## config.mk

```make
export PLATFORM = sky130hd
export DESIGN_NAME = flash_cmd_sequencer_flat
export DESIGN_NICKNAME = d
export VERILOG_FILES = /design/src/rtl/flash_cmd_sequencer_if.sv /design/src/rtl/flash_cmd_sequencer.sv /design/src/flat_wrapper.sv
export SDC_FILE = /design/constraint.sdc
export NUM_CORES = 1
export LEC_CHECK = 0
export CAP_MARGIN = 0
export CORE_UTILIZATION = 53
export DETAILED_ROUTE_END_ITERATION = 10
export PLACE_DENSITY = 0.8
export SLEW_MARGIN = 10
export SYNTH_ARGS = -nofsm -noshare
export SYNTH_HDL_FRONTEND = slang
export SYNTH_SLANG_ARGS = --single-unit
```

## constraint.sdc

```tcl
create_clock -name CLK -period 3.2 [get_ports CLK]
set_clock_uncertainty 0.2 [all_clocks]
set_input_delay 0.64 -clock CLK [delete_from_list [all_inputs] [get_ports CLK]]
set_output_delay 0.64 -clock CLK [all_outputs]
set_load 0.02 [all_outputs]
```

## src/rtl/flash_cmd_sequencer_if.sv

```systemverilog
// Command/response and flash-engine bus signals of flash_cmd_sequencer.
// slave: the sequencer's view; master: user logic plus engine side (e.g. a bench).
interface flash_cmd_sequencer_if #(
  parameter int unsigned ADDR_W = 8,
  parameter int unsigned DATA_W = 8
);
  logic              cmd_valid;
  logic              cmd_ready;
  logic [1:0]        cmd_op;
  logic [ADDR_W-1:0] cmd_addr;
  logic [DATA_W-1:0] cmd_wdata;
  logic              rsp_valid;
  logic [DATA_W-1:0] rsp_rdata;
  logic [DATA_W-1:0] rsp_status;
  logic              rsp_err;
  logic              busy;
  logic              bus_go;
  logic              bus_dir;
  logic [ADDR_W-1:0] bus_addr;
  logic [DATA_W-1:0] bus_wdata;
  logic [DATA_W-1:0] bus_rdata;
  logic              bus_done;

  modport slave (
    input  cmd_valid, cmd_op, cmd_addr, cmd_wdata, bus_rdata, bus_done,
    output cmd_ready, rsp_valid, rsp_rdata, rsp_status, rsp_err, busy,
           bus_go, bus_dir, bus_addr, bus_wdata
  );

  modport master (
    output cmd_valid, cmd_op, cmd_addr, cmd_wdata, bus_rdata, bus_done,
    input  cmd_ready, rsp_valid, rsp_rdata, rsp_status, rsp_err, busy,
           bus_go, bus_dir, bus_addr, bus_wdata
  );
endinterface

```

## src/rtl/flash_cmd_sequencer.sv

```systemverilog
// StrataFlash command sequencer: expands read/program/erase/clear requests into engine bus cycles.
// Optional FLASH_STS_PIN_EN: wait on the synchronised NF_STS pin instead of polling the status register.
module flash_cmd_sequencer #(
  parameter int unsigned ADDR_W      = 8,
  parameter int unsigned DATA_W      = 8,
  parameter logic [23:0] TIMEOUT_CYC = 24'd5000000
) (
  input  logic                 CLK,
  input  logic                 rst,
  input  logic                 NF_STS,
  flash_cmd_sequencer_if.slave fl
);

  typedef enum logic [2:0] {
    S_IDLE, S_ISSUE, S_WAIT, S_POLL_RD, S_WAIT_RDY, S_RESTORE, S_RESP
`ifdef FLASH_STS_PIN_EN
    , S_STS_WAIT
`endif
  } state_t;

  typedef enum logic [1:0] {OP_READ, OP_PROG, OP_ERASE, OP_CLEAR} op_t;

  localparam logic [1:0] STEP_RESTORE = 2'd3;

  state_t            state_q, state_d;
  op_t               op_q, op_d;
  logic [1:0]        step_q, step_d;
  logic [23:0]       tmo_q, tmo_d;
  logic              dir_q, dir_d;
  logic [ADDR_W-1:0] addr_q, addr_d;
  logic [DATA_W-1:0] bwd_q, bwd_d;
  logic [DATA_W-1:0] wdata_q, wdata_d;
  logic [DATA_W-1:0] rdata_q, rdata_d;
  logic [DATA_W-1:0] status_q, status_d;
  logic              err_q, err_d;
  logic              go, ready, tmo_hit, sr_done, to_restore;

  // Write-command byte for each non-poll step of each operation.
  function automatic logic [DATA_W-1:0] cmd_data(input op_t op, input logic [1:0] step,
                                                 input logic [DATA_W-1:0] wd);
    logic [DATA_W-1:0] d;
    d = DATA_W'(8'hFF);
    case (op)
      OP_PROG:  d = (step == 2'd0) ? DATA_W'(8'h40) : (step == 2'd1) ? wd : DATA_W'(8'h70);
      OP_ERASE: d = (step == 2'd0) ? DATA_W'(8'h20) : (step == 2'd1) ? DATA_W'(8'hD0) : DATA_W'(8'h70);
      OP_CLEAR: d = (step == 2'd0) ? DATA_W'(8'h50) : DATA_W'(8'hFF);
      default:  d = DATA_W'(8'hFF);
    endcase
    return d;
  endfunction

`ifdef FLASH_STS_PIN_EN
  logic sts_meta, sts_sync;
  always_ff @(posedge CLK or posedge rst) begin
    if (rst) begin
      sts_meta <= 1'b0;
      sts_sync <= 1'b0;
    end else begin
      sts_meta <= NF_STS;
      sts_sync <= sts_meta;
    end
  end
  // Ready already confirmed by STS, so the single SR read always finishes the poll.
  assign sr_done = 1'b1;
`else
  logic unused_sts;
  assign unused_sts = NF_STS;
  assign sr_done    = fl.bus_rdata[7];
`endif

  assign tmo_hit = (tmo_q >= TIMEOUT_CYC);

  always_comb begin
    state_d    = state_q;
    op_d       = op_q;
    step_d     = step_q;
    tmo_d      = tmo_q;
    dir_d      = dir_q;
    addr_d     = addr_q;
    bwd_d      = bwd_q;
    wdata_d    = wdata_q;
    rdata_d    = rdata_q;
    status_d   = status_q;
    err_d      = err_q;
    go         = 1'b0;
    to_restore = 1'b0;
    ready      = (state_q == S_IDLE) || (state_q == S_RESP);

    case (state_q)
      S_IDLE, S_RESP: begin
        if (fl.cmd_valid) begin
          op_d    = op_t'(fl.cmd_op);
          addr_d  = fl.cmd_addr;
          wdata_d = fl.cmd_wdata;
          step_d  = 2'd0;
          err_d   = 1'b0;
          dir_d   = 1'b0;
          bwd_d   = cmd_data(op_t'(fl.cmd_op), 2'd0, fl.cmd_wdata);
          state_d = S_ISSUE;
        end else begin
          state_d = S_IDLE;
        end
      end
      S_ISSUE, S_RESTORE: begin
        go      = 1'b1;
        state_d = S_WAIT;
      end
      S_WAIT: begin
        if (fl.bus_done) begin
          if (step_q == STEP_RESTORE) begin
            state_d = S_RESP;
          end else if (op_q == OP_READ && step_q == 2'd1) begin
            rdata_d = fl.bus_rdata;
            state_d = S_RESP;
          end else if (op_q == OP_CLEAR && step_q == 2'd1) begin
            state_d = S_RESP;
          end else if (step_q == 2'd2) begin
            tmo_d   = '0;
            dir_d   = 1'b1;
            state_d = S_POLL_RD;
`ifdef FLASH_STS_PIN_EN
          end else if (step_q == 2'd1) begin
            tmo_d   = '0;
            state_d = S_STS_WAIT;
`endif
          end else begin
            step_d  = step_q + 2'd1;
            dir_d   = (op_q == OP_READ);
            bwd_d   = cmd_data(op_q, step_q + 2'd1, wdata_q);
            state_d = S_ISSUE;
          end
        end
      end
      S_POLL_RD: begin
        tmo_d = (tmo_q == '1) ? tmo_q : tmo_q + 24'd1;
        if (tmo_hit) begin
          err_d      = 1'b1;
          to_restore = 1'b1;
        end else begin
          go      = 1'b1;
          state_d = S_WAIT_RDY;
        end
      end
      S_WAIT_RDY: begin
        tmo_d = (tmo_q == '1) ? tmo_q : tmo_q + 24'd1;
        // A read already on the bus is always allowed to finish, even past the timeout.
        if (fl.bus_done) begin
          status_d = fl.bus_rdata;
          if (sr_done) begin
            err_d      = |(fl.bus_rdata & DATA_W'(8'h3A));
            to_restore = 1'b1;
          end else if (tmo_hit) begin
            err_d      = 1'b1;
            to_restore = 1'b1;
          end else begin
            state_d = S_POLL_RD;
          end
        end
      end
`ifdef FLASH_STS_PIN_EN
      S_STS_WAIT: begin
        tmo_d = (tmo_q == '1) ? tmo_q : tmo_q + 24'd1;
        if (tmo_hit) begin
          err_d      = 1'b1;
          to_restore = 1'b1;
        end else if (tmo_q >= 24'd4 && sts_sync) begin
          step_d  = 2'd2;
          dir_d   = 1'b0;
          bwd_d   = DATA_W'(8'h70);
          state_d = S_ISSUE;
        end
      end
`endif
      default: state_d = S_IDLE;
    endcase

    if (to_restore) begin
      step_d  = STEP_RESTORE;
      dir_d   = 1'b0;
      bwd_d   = DATA_W'(8'hFF);
      state_d = S_RESTORE;
    end
  end

  always_ff @(posedge CLK or posedge rst) begin
    if (rst) begin
      state_q  <= S_IDLE;
      op_q     <= OP_READ;
      step_q   <= 2'd0;
      tmo_q    <= '0;
      dir_q    <= 1'b1;
      addr_q   <= '0;
      bwd_q    <= '0;
      wdata_q  <= '0;
      rdata_q  <= '0;
      status_q <= DATA_W'(8'h80);
      err_q    <= 1'b0;
    end else begin
      state_q  <= state_d;
      op_q     <= op_d;
      step_q   <= step_d;
      tmo_q    <= tmo_d;
      dir_q    <= dir_d;
      addr_q   <= addr_d;
      bwd_q    <= bwd_d;
      wdata_q  <= wdata_d;
      rdata_q  <= rdata_d;
      status_q <= status_d;
      err_q    <= err_d;
    end
  end

  assign fl.cmd_ready  = ready;
  assign fl.busy       = ~ready;
  assign fl.rsp_valid  = (state_q == S_RESP);
  assign fl.rsp_rdata  = rdata_q;
  assign fl.rsp_status = status_q;
  assign fl.rsp_err    = err_q;
  assign fl.bus_go     = go;
  assign fl.bus_dir    = dir_q;
  assign fl.bus_addr   = addr_q;
  assign fl.bus_wdata  = bwd_q;

endmodule
```

## src/flat_wrapper.sv

```systemverilog
// flat-port wrapper written by rule: the top's interface ports become plain ports
module flash_cmd_sequencer_flat 
#(
  parameter int unsigned ADDR_W      = 8,
  parameter int unsigned DATA_W      = 8,
  parameter logic [23:0] TIMEOUT_CYC = 24'd5000000
)
  (CLK, rst, NF_STS, fl_cmd_valid, fl_cmd_op, fl_cmd_addr, fl_cmd_wdata, fl_bus_rdata, fl_bus_done, fl_cmd_ready, fl_rsp_valid, fl_rsp_rdata, fl_rsp_status, fl_rsp_err, fl_busy, fl_bus_go, fl_bus_dir, fl_bus_addr, fl_bus_wdata);
  flash_cmd_sequencer_if #(.ADDR_W(ADDR_W), .DATA_W(DATA_W)) fl_i ();
  input  logic CLK;
  input  logic rst;
  input  logic NF_STS;
  input wire logic [$bits(fl_i.cmd_valid)-1:0] fl_cmd_valid;
  input wire logic [$bits(fl_i.cmd_op)-1:0] fl_cmd_op;
  input wire logic [$bits(fl_i.cmd_addr)-1:0] fl_cmd_addr;
  input wire logic [$bits(fl_i.cmd_wdata)-1:0] fl_cmd_wdata;
  input wire logic [$bits(fl_i.bus_rdata)-1:0] fl_bus_rdata;
  input wire logic [$bits(fl_i.bus_done)-1:0] fl_bus_done;
  output wire logic [$bits(fl_i.cmd_ready)-1:0] fl_cmd_ready;
  output wire logic [$bits(fl_i.rsp_valid)-1:0] fl_rsp_valid;
  output wire logic [$bits(fl_i.rsp_rdata)-1:0] fl_rsp_rdata;
  output wire logic [$bits(fl_i.rsp_status)-1:0] fl_rsp_status;
  output wire logic [$bits(fl_i.rsp_err)-1:0] fl_rsp_err;
  output wire logic [$bits(fl_i.busy)-1:0] fl_busy;
  output wire logic [$bits(fl_i.bus_go)-1:0] fl_bus_go;
  output wire logic [$bits(fl_i.bus_dir)-1:0] fl_bus_dir;
  output wire logic [$bits(fl_i.bus_addr)-1:0] fl_bus_addr;
  output wire logic [$bits(fl_i.bus_wdata)-1:0] fl_bus_wdata;
  assign fl_i.cmd_valid = fl_cmd_valid;
  assign fl_i.cmd_op = fl_cmd_op;
  assign fl_i.cmd_addr = fl_cmd_addr;
  assign fl_i.cmd_wdata = fl_cmd_wdata;
  assign fl_i.bus_rdata = fl_bus_rdata;
  assign fl_i.bus_done = fl_bus_done;
  assign fl_cmd_ready = fl_i.cmd_ready;
  assign fl_rsp_valid = fl_i.rsp_valid;
  assign fl_rsp_rdata = fl_i.rsp_rdata;
  assign fl_rsp_status = fl_i.rsp_status;
  assign fl_rsp_err = fl_i.rsp_err;
  assign fl_busy = fl_i.busy;
  assign fl_bus_go = fl_i.bus_go;
  assign fl_bus_dir = fl_i.bus_dir;
  assign fl_bus_addr = fl_i.bus_addr;
  assign fl_bus_wdata = fl_i.bus_wdata;
  flash_cmd_sequencer #(.ADDR_W(ADDR_W), .DATA_W(DATA_W), .TIMEOUT_CYC(TIMEOUT_CYC)) u_core (.CLK(CLK), .rst(rst), .NF_STS(NF_STS), .fl(fl_i));
endmodule
```

==> impl_metrics.prom <==
# TYPE chip_impl_metric gauge
chip_impl_info{name="run_status",value="finished clean"} 1
chip_impl_metric{name="use_met2",unit=""} 0.377
chip_impl_info{name="timing.critical_path.from_type",value="flip-flop"} 1
chip_impl_metric{name="drt_drc_violations_left",unit=""} 0
chip_impl_metric{name="ir_drop",unit="mV"} 0.558
chip_impl_info{name="ctsRootBufferMaster",value="sky130_fd_sc_hd__clkbuf_8"} 1
chip_impl_metric{name="fmax",unit="GHz"} 0.325
chip_impl_metric{name="synth-edff-count",unit=""} 0
chip_impl_metric{name="combinationalPowerShare",unit=""} 0.474
chip_impl_metric{name="sw_ratio",unit=""} 0.413
chip_impl_metric{name="intPower",unit="W"} 0.00285
chip_impl_info{name="worstReg2RegEnd",value="u_core.fl.rsp_rdata[5]$_DFFE_PP0P_"} 1
chip_impl_metric{name="timing.setup.tns",unit="ns"} 0
chip_impl_metric{name="clkPwrFrac",unit=""} 0.145
chip_impl_metric{name="drtIter0Drc",unit=""} 199
chip_impl_metric{name="worst-path-buf-inv",unit=""} 1
chip_impl_metric{name="grt_max_degree",unit=""} 36
chip_impl_metric{name="grt_antenna_before_repair",unit=""} 0
chip_impl_metric{name="global_route.usage.met3",unit=""} 0.0613
chip_impl_metric{name="ctsHtreeMaxLevel",unit=""} 3
chip_impl_metric{name="post_cts_buffers",unit=""} 0
chip_impl_metric{name="power_switching",unit="W"} 0.00201
chip_impl_metric{name="via_count",unit=""} 3215
chip_impl_metric{name="num_rows",unit=""} 30
chip_impl_metric{name="initial_utilization",unit=""} 0.562
chip_impl_metric{name="cp_data_arrival_time",unit="ns"} 2.24
chip_impl_metric{name="postPlaceCellArea",unit="sq um"} 4660
chip_impl_metric{name="post_synth_instance_area",unit="sq um"} 3900
chip_impl_metric{name="synth_cells",unit=""} 402
chip_impl_metric{name="final_period_minus_worst_setup_slack",unit="ns"} 3.08
chip_impl_info{name="min-delay-path-class",value="flip-flop to flip-flop"} 1
chip_impl_metric{name="hold_violations",unit=""} 0
chip_impl_metric{name="die_outline_area",unit="sq um"} 7710
chip_impl_metric{name="antennaDiodeCount",unit=""} 0
chip_impl_metric{name="grt_overflow",unit=""} 0
chip_impl_metric{name="static-leakage-power",unit="nW"} 2.03
chip_impl_metric{name="ys_warn_count",unit=""} 0
chip_impl_metric{name="gr-usage-met1",unit=""} 0.329
chip_impl_metric{name="clk-insertion-delay-late",unit="ns"} 0.34
chip_impl_metric{name="multiInputGateArea",unit="sq um"} 1920
chip_impl_metric{name="timing.max_cap.violations",unit=""} 0
chip_impl_metric{name="register_to_register_path_setup_slack",unit="ns"} 0.57
chip_impl_info{name="synth_ff_type",value="sky130_fd_sc_hd__dfrtp_1"} 1
chip_impl_metric{name="cts_made_buffers",unit=""} 9
chip_impl_metric{name="worstPathMaxFanout",unit=""} 5
chip_impl_metric{name="detailed_place_hpwl",unit="mm"} 6.09
chip_impl_metric{name="viasPerCell",unit=""} 5.66
chip_impl_metric{name="r2r.worst_path.cells",unit=""} 3
chip_impl_metric{name="grt_pass1_vias",unit=""} 3132
chip_impl_metric{name="syn_area_per_cell",unit="sq um"} 9.71
chip_impl_metric{name="maxSlewHeadroom",unit=""} 0.282
chip_impl_metric{name="wirelength",unit="mm"} 8.38
chip_impl_metric{name="die_h",unit="um"} 87.8
chip_impl_metric{name="top_level_ports",unit=""} 69
chip_impl_metric{name="layout.area.seq",unit="sq um"} 1830
chip_impl_metric{name="drtAntennaViolNets",unit=""} 0
chip_impl_info{name="rsz_0062_raised_after_global_routing",value="no"} 1
chip_impl_info{name="cts_tree",value="yes"} 1
chip_impl_info{name="critical_path_cell_list",value="or2_2, a211o_1, a31oi_1, nand2b_1, a21oi_1, dlygate4sd2_1"} 1
chip_impl_info{name="most_congested_layer_reported_by_global_routing",value="met2"} 1
chip_impl_metric{name="fp.coreArea",unit="sq um"} 6940
chip_impl_metric{name="routedWlPerCell",unit="um"} 14.8
chip_impl_metric{name="syn_to_final_growth",unit="%"} 24.3
chip_impl_metric{name="globalRouteTotalUtil",unit=""} 0.240
chip_impl_metric{name="ys_seq_area_frac",unit=""} 0.468
chip_impl_metric{name="cell_depth_of_the_worst_min_delay_path",unit=""} 2
chip_impl_info{name="reg2reg_from",value="u_core.state_q[1]$_DFFE_PP0P_"} 1
chip_impl_metric{name="data_required_time_at_the_worst_endpoint",unit="ns"} 2.36
chip_impl_metric{name="gp_routability_congestion",unit=""} 0.868
chip_impl_metric{name="postSynthNetCount",unit=""} 443
chip_impl_metric{name="detailedRoute.firstPassIterationCount",unit=""} 4
chip_impl_metric{name="clock_sinks",unit=""} 73
chip_impl_metric{name="yosys_register_bits",unit=""} 73
chip_impl_metric{name="critPathMaxStageDelay",unit="ns"} 0.42
chip_impl_info{name="holdCritStartpoint",value="u_core.fl.rsp_status[7]$_DFFE_PP1P_"} 1
chip_impl_metric{name="layout-drive-gt1-share",unit=""} 0.136
chip_impl_metric{name="synthArstFlopShare",unit=""} 1.00
chip_impl_metric{name="cts-root-to-sink-buffers",unit=""} 2
chip_impl_metric{name="drv_slew",unit=""} 0
chip_impl_info{name="setup.worst_path.class",value="flip-flop to output port"} 1
chip_impl_metric{name="timing.final.crit_share",unit=""} 0.961
chip_impl_info{name="min_delay_worst_endpoint",value="u_core.fl.rsp_status[7]$_DFFE_PP1P_"} 1
chip_impl_info{name="cp-end-kind",value="output port"} 1
chip_impl_metric{name="final_area",unit="sq um"} 4850
chip_impl_metric{name="setup_viol_count_final",unit=""} 0
chip_impl_info{name="slowest_stage_cell_on_the_critical_path",value="sky130_fd_sc_hd__dfrtp_1"} 1
chip_impl_metric{name="fillerInstances",unit=""} 519
chip_impl_metric{name="yosys.cell_types.count",unit=""} 58
chip_impl_info{name="most_common_cell_after_layout_fill_and_taps_aside",value="sky130_fd_sc_hd__dfrtp_1"} 1
chip_impl_info{name="layout_common_cells",value="sky130_fd_sc_hd__dfrtp_1, sky130_fd_sc_hd__clkdlybuf4s50_1, sky130_fd_sc_hd__nand2_1, sky130_fd_sc_hd__a21oi_1, sky130_fd_sc_hd__mux2_2"} 1
chip_impl_metric{name="die-width",unit="um"} 87.8
chip_impl_info{name="path_delay_family",value="compound AO/OA/AOI/OAI gates"} 1
chip_impl_metric{name="max_slew.worst_pin.slew",unit="ns"} 1.08
chip_impl_metric{name="seq_power_share",unit=""} 0.381
chip_impl_metric{name="finalNetCount",unit=""} 508
chip_impl_metric{name="clkTransAtPathRegs",unit="ns"} 0.08
chip_impl_metric{name="grt_first_pass_wirelength",unit="mm"} 14.5
chip_impl_metric{name="io_buffers",unit=""} 67
chip_impl_metric{name="power-per-cell-area",unit="nW/um^2"} 1000
tightest hold or removal path, stage by stage (launching register included):
cell and delay (ns):
sky130_fd_sc_hd__dfstp_2 0.38, sky130_fd_sc_hd__nand2_1 0.05, sky130_fd_sc_hd__nand2_1 0.05
what timing repair did:
| item | CTS | global route |
|---|---|---|
| hold buffers | 0 | 0 |
| gates resized for setup | 1 | 0 |
| setup endpoints to repair | 1 | 0 |
sequential cells by signal, summed over array words and instances (netlist names):
name	cells
u_core.tmo_q	24
u_core.fl.bus_addr	8
u_core.fl.bus_wdata	8
u_core.fl.rsp_rdata	8
u_core.fl.rsp_status	8
u_core.wdata_q	8
u_core.state_q	3
u_core.op_q	2
u_core.step_q	2
u_core.fl.bus_dir	1
u_core.fl.rsp_err	1
cell usage after synthesis (4+ instances only):
library cell,instances,share of area
sky130_fd_sc_hd__a21oi_1,29,0.037
sky130_fd_sc_hd__and3_1,4,0.0064
sky130_fd_sc_hd__buf_2,4,0.0051
sky130_fd_sc_hd__clkbuf_1,12,0.012
sky130_fd_sc_hd__dfrtp_1,71,0.45
sky130_fd_sc_hd__ha_1,10,0.032
sky130_fd_sc_hd__inv_1,13,0.012
sky130_fd_sc_hd__mux2_2,26,0.075
sky130_fd_sc_hd__mux2i_1,5,0.013
sky130_fd_sc_hd__nand2_1,57,0.055
sky130_fd_sc_hd__nand3_1,10,0.013
sky130_fd_sc_hd__nand4_1,8,0.013
sky130_fd_sc_hd__nor2_1,24,0.023
sky130_fd_sc_hd__nor2b_1,7,0.011
sky130_fd_sc_hd__nor3_1,4,0.0051
sky130_fd_sc_hd__nor3b_1,4,0.0077
sky130_fd_sc_hd__nor4_1,5,0.0080
sky130_fd_sc_hd__o211ai_1,11,0.021
sky130_fd_sc_hd__o21ai_0,19,0.024
sky130_fd_sc_hd__o31ai_1,6,0.012
sky130_fd_sc_hd__or3_1,6,0.0096
sky130_fd_sc_hd__xnor2_1,9,0.020
logic make-up after synthesis:
logic type | count (synthesis) | share of synthesized area
DFF | 73 | 0.468
buffers and inverters | 33 | 0.0388
AOI/OAI and AO/OA | 92 | 0.150
xor gates and xnor gates | 10 | 0.0224
muxes | 31 | 0.0878
adders and majority gates | 10 | 0.0320
and+or+nand+nor | 153 | 0.201
per-layer routing:
layer / up-vias / wire length, um / part of all wire
met5: - / 0 / 0
met4: 0 / 55 / 0.0066
met3: 7 / 528 / 0.063
met2: 86 / 3890 / 0.46
met1: 1544 / 3900 / 0.47
li1: 1578 / - / -
final cells by class:
cell class | instances | share of cell area
multi-input combinational | 296 | 0.397
sequential | 73 | 0.377
timing repair buffer | 74 | 0.151
clock buffer | 9 | 0.0255
tap | 96 | 0.0248
clock inverter | 7 | 0.0147
inverter | 13 | 0.0101
through the flow:
step,util,total power [W],worst slack [ns],hold slack [ns],instances
5_1_grt,0.699,0.00523,0.0325,0.305,568
4_1_cts,0.699,0.00488,0.147,0.277,568
3_3_place_gp,0.671,0.00408,0.245,0.257,552
3_5_place_dp,0.671,0.00416,0.247,0.265,552
2_1_floorplan,-,0.00334,0.510,0.274,402
6_report,0.699,0.00486,0.124,0.272,568
power by group through the flow:
stage	clock network [W]	registers [W]	logic, W
final	0.000705	0.00185	0.00230
after global routing	0.000767	0.00193	0.00254
after CTS	0.000716	0.00185	0.00232
after detailed placement	0	0.00186	0.00231
after global placement	0	0.00183	0.00225
after floorplan	0	0.00195	0.00139
worst max path at each step:
stage	startpoint	endpoint	slack [ns]	cells after the start
finish	u_core.tmo_q[16]$_DFFE_PP0P_	fl_bus_go	0.12	6
detailed placement	u_core.tmo_q[16]$_DFFE_PP0P_	fl_bus_go	0.25	6
floorplan	rst	u_core.fl.bus_addr[0]$_DFFE_PP0P_	0.51	1
global route	u_core.tmo_q[16]$_DFFE_PP0P_	fl_bus_go	0.03	6
global placement	u_core.tmo_q[16]$_DFFE_PP0P_	fl_bus_go	0.25	6
CTS	u_core.tmo_q[16]$_DFFE_PP0P_	fl_bus_go	0.15	6
Power figures use the tool's default switching activity.
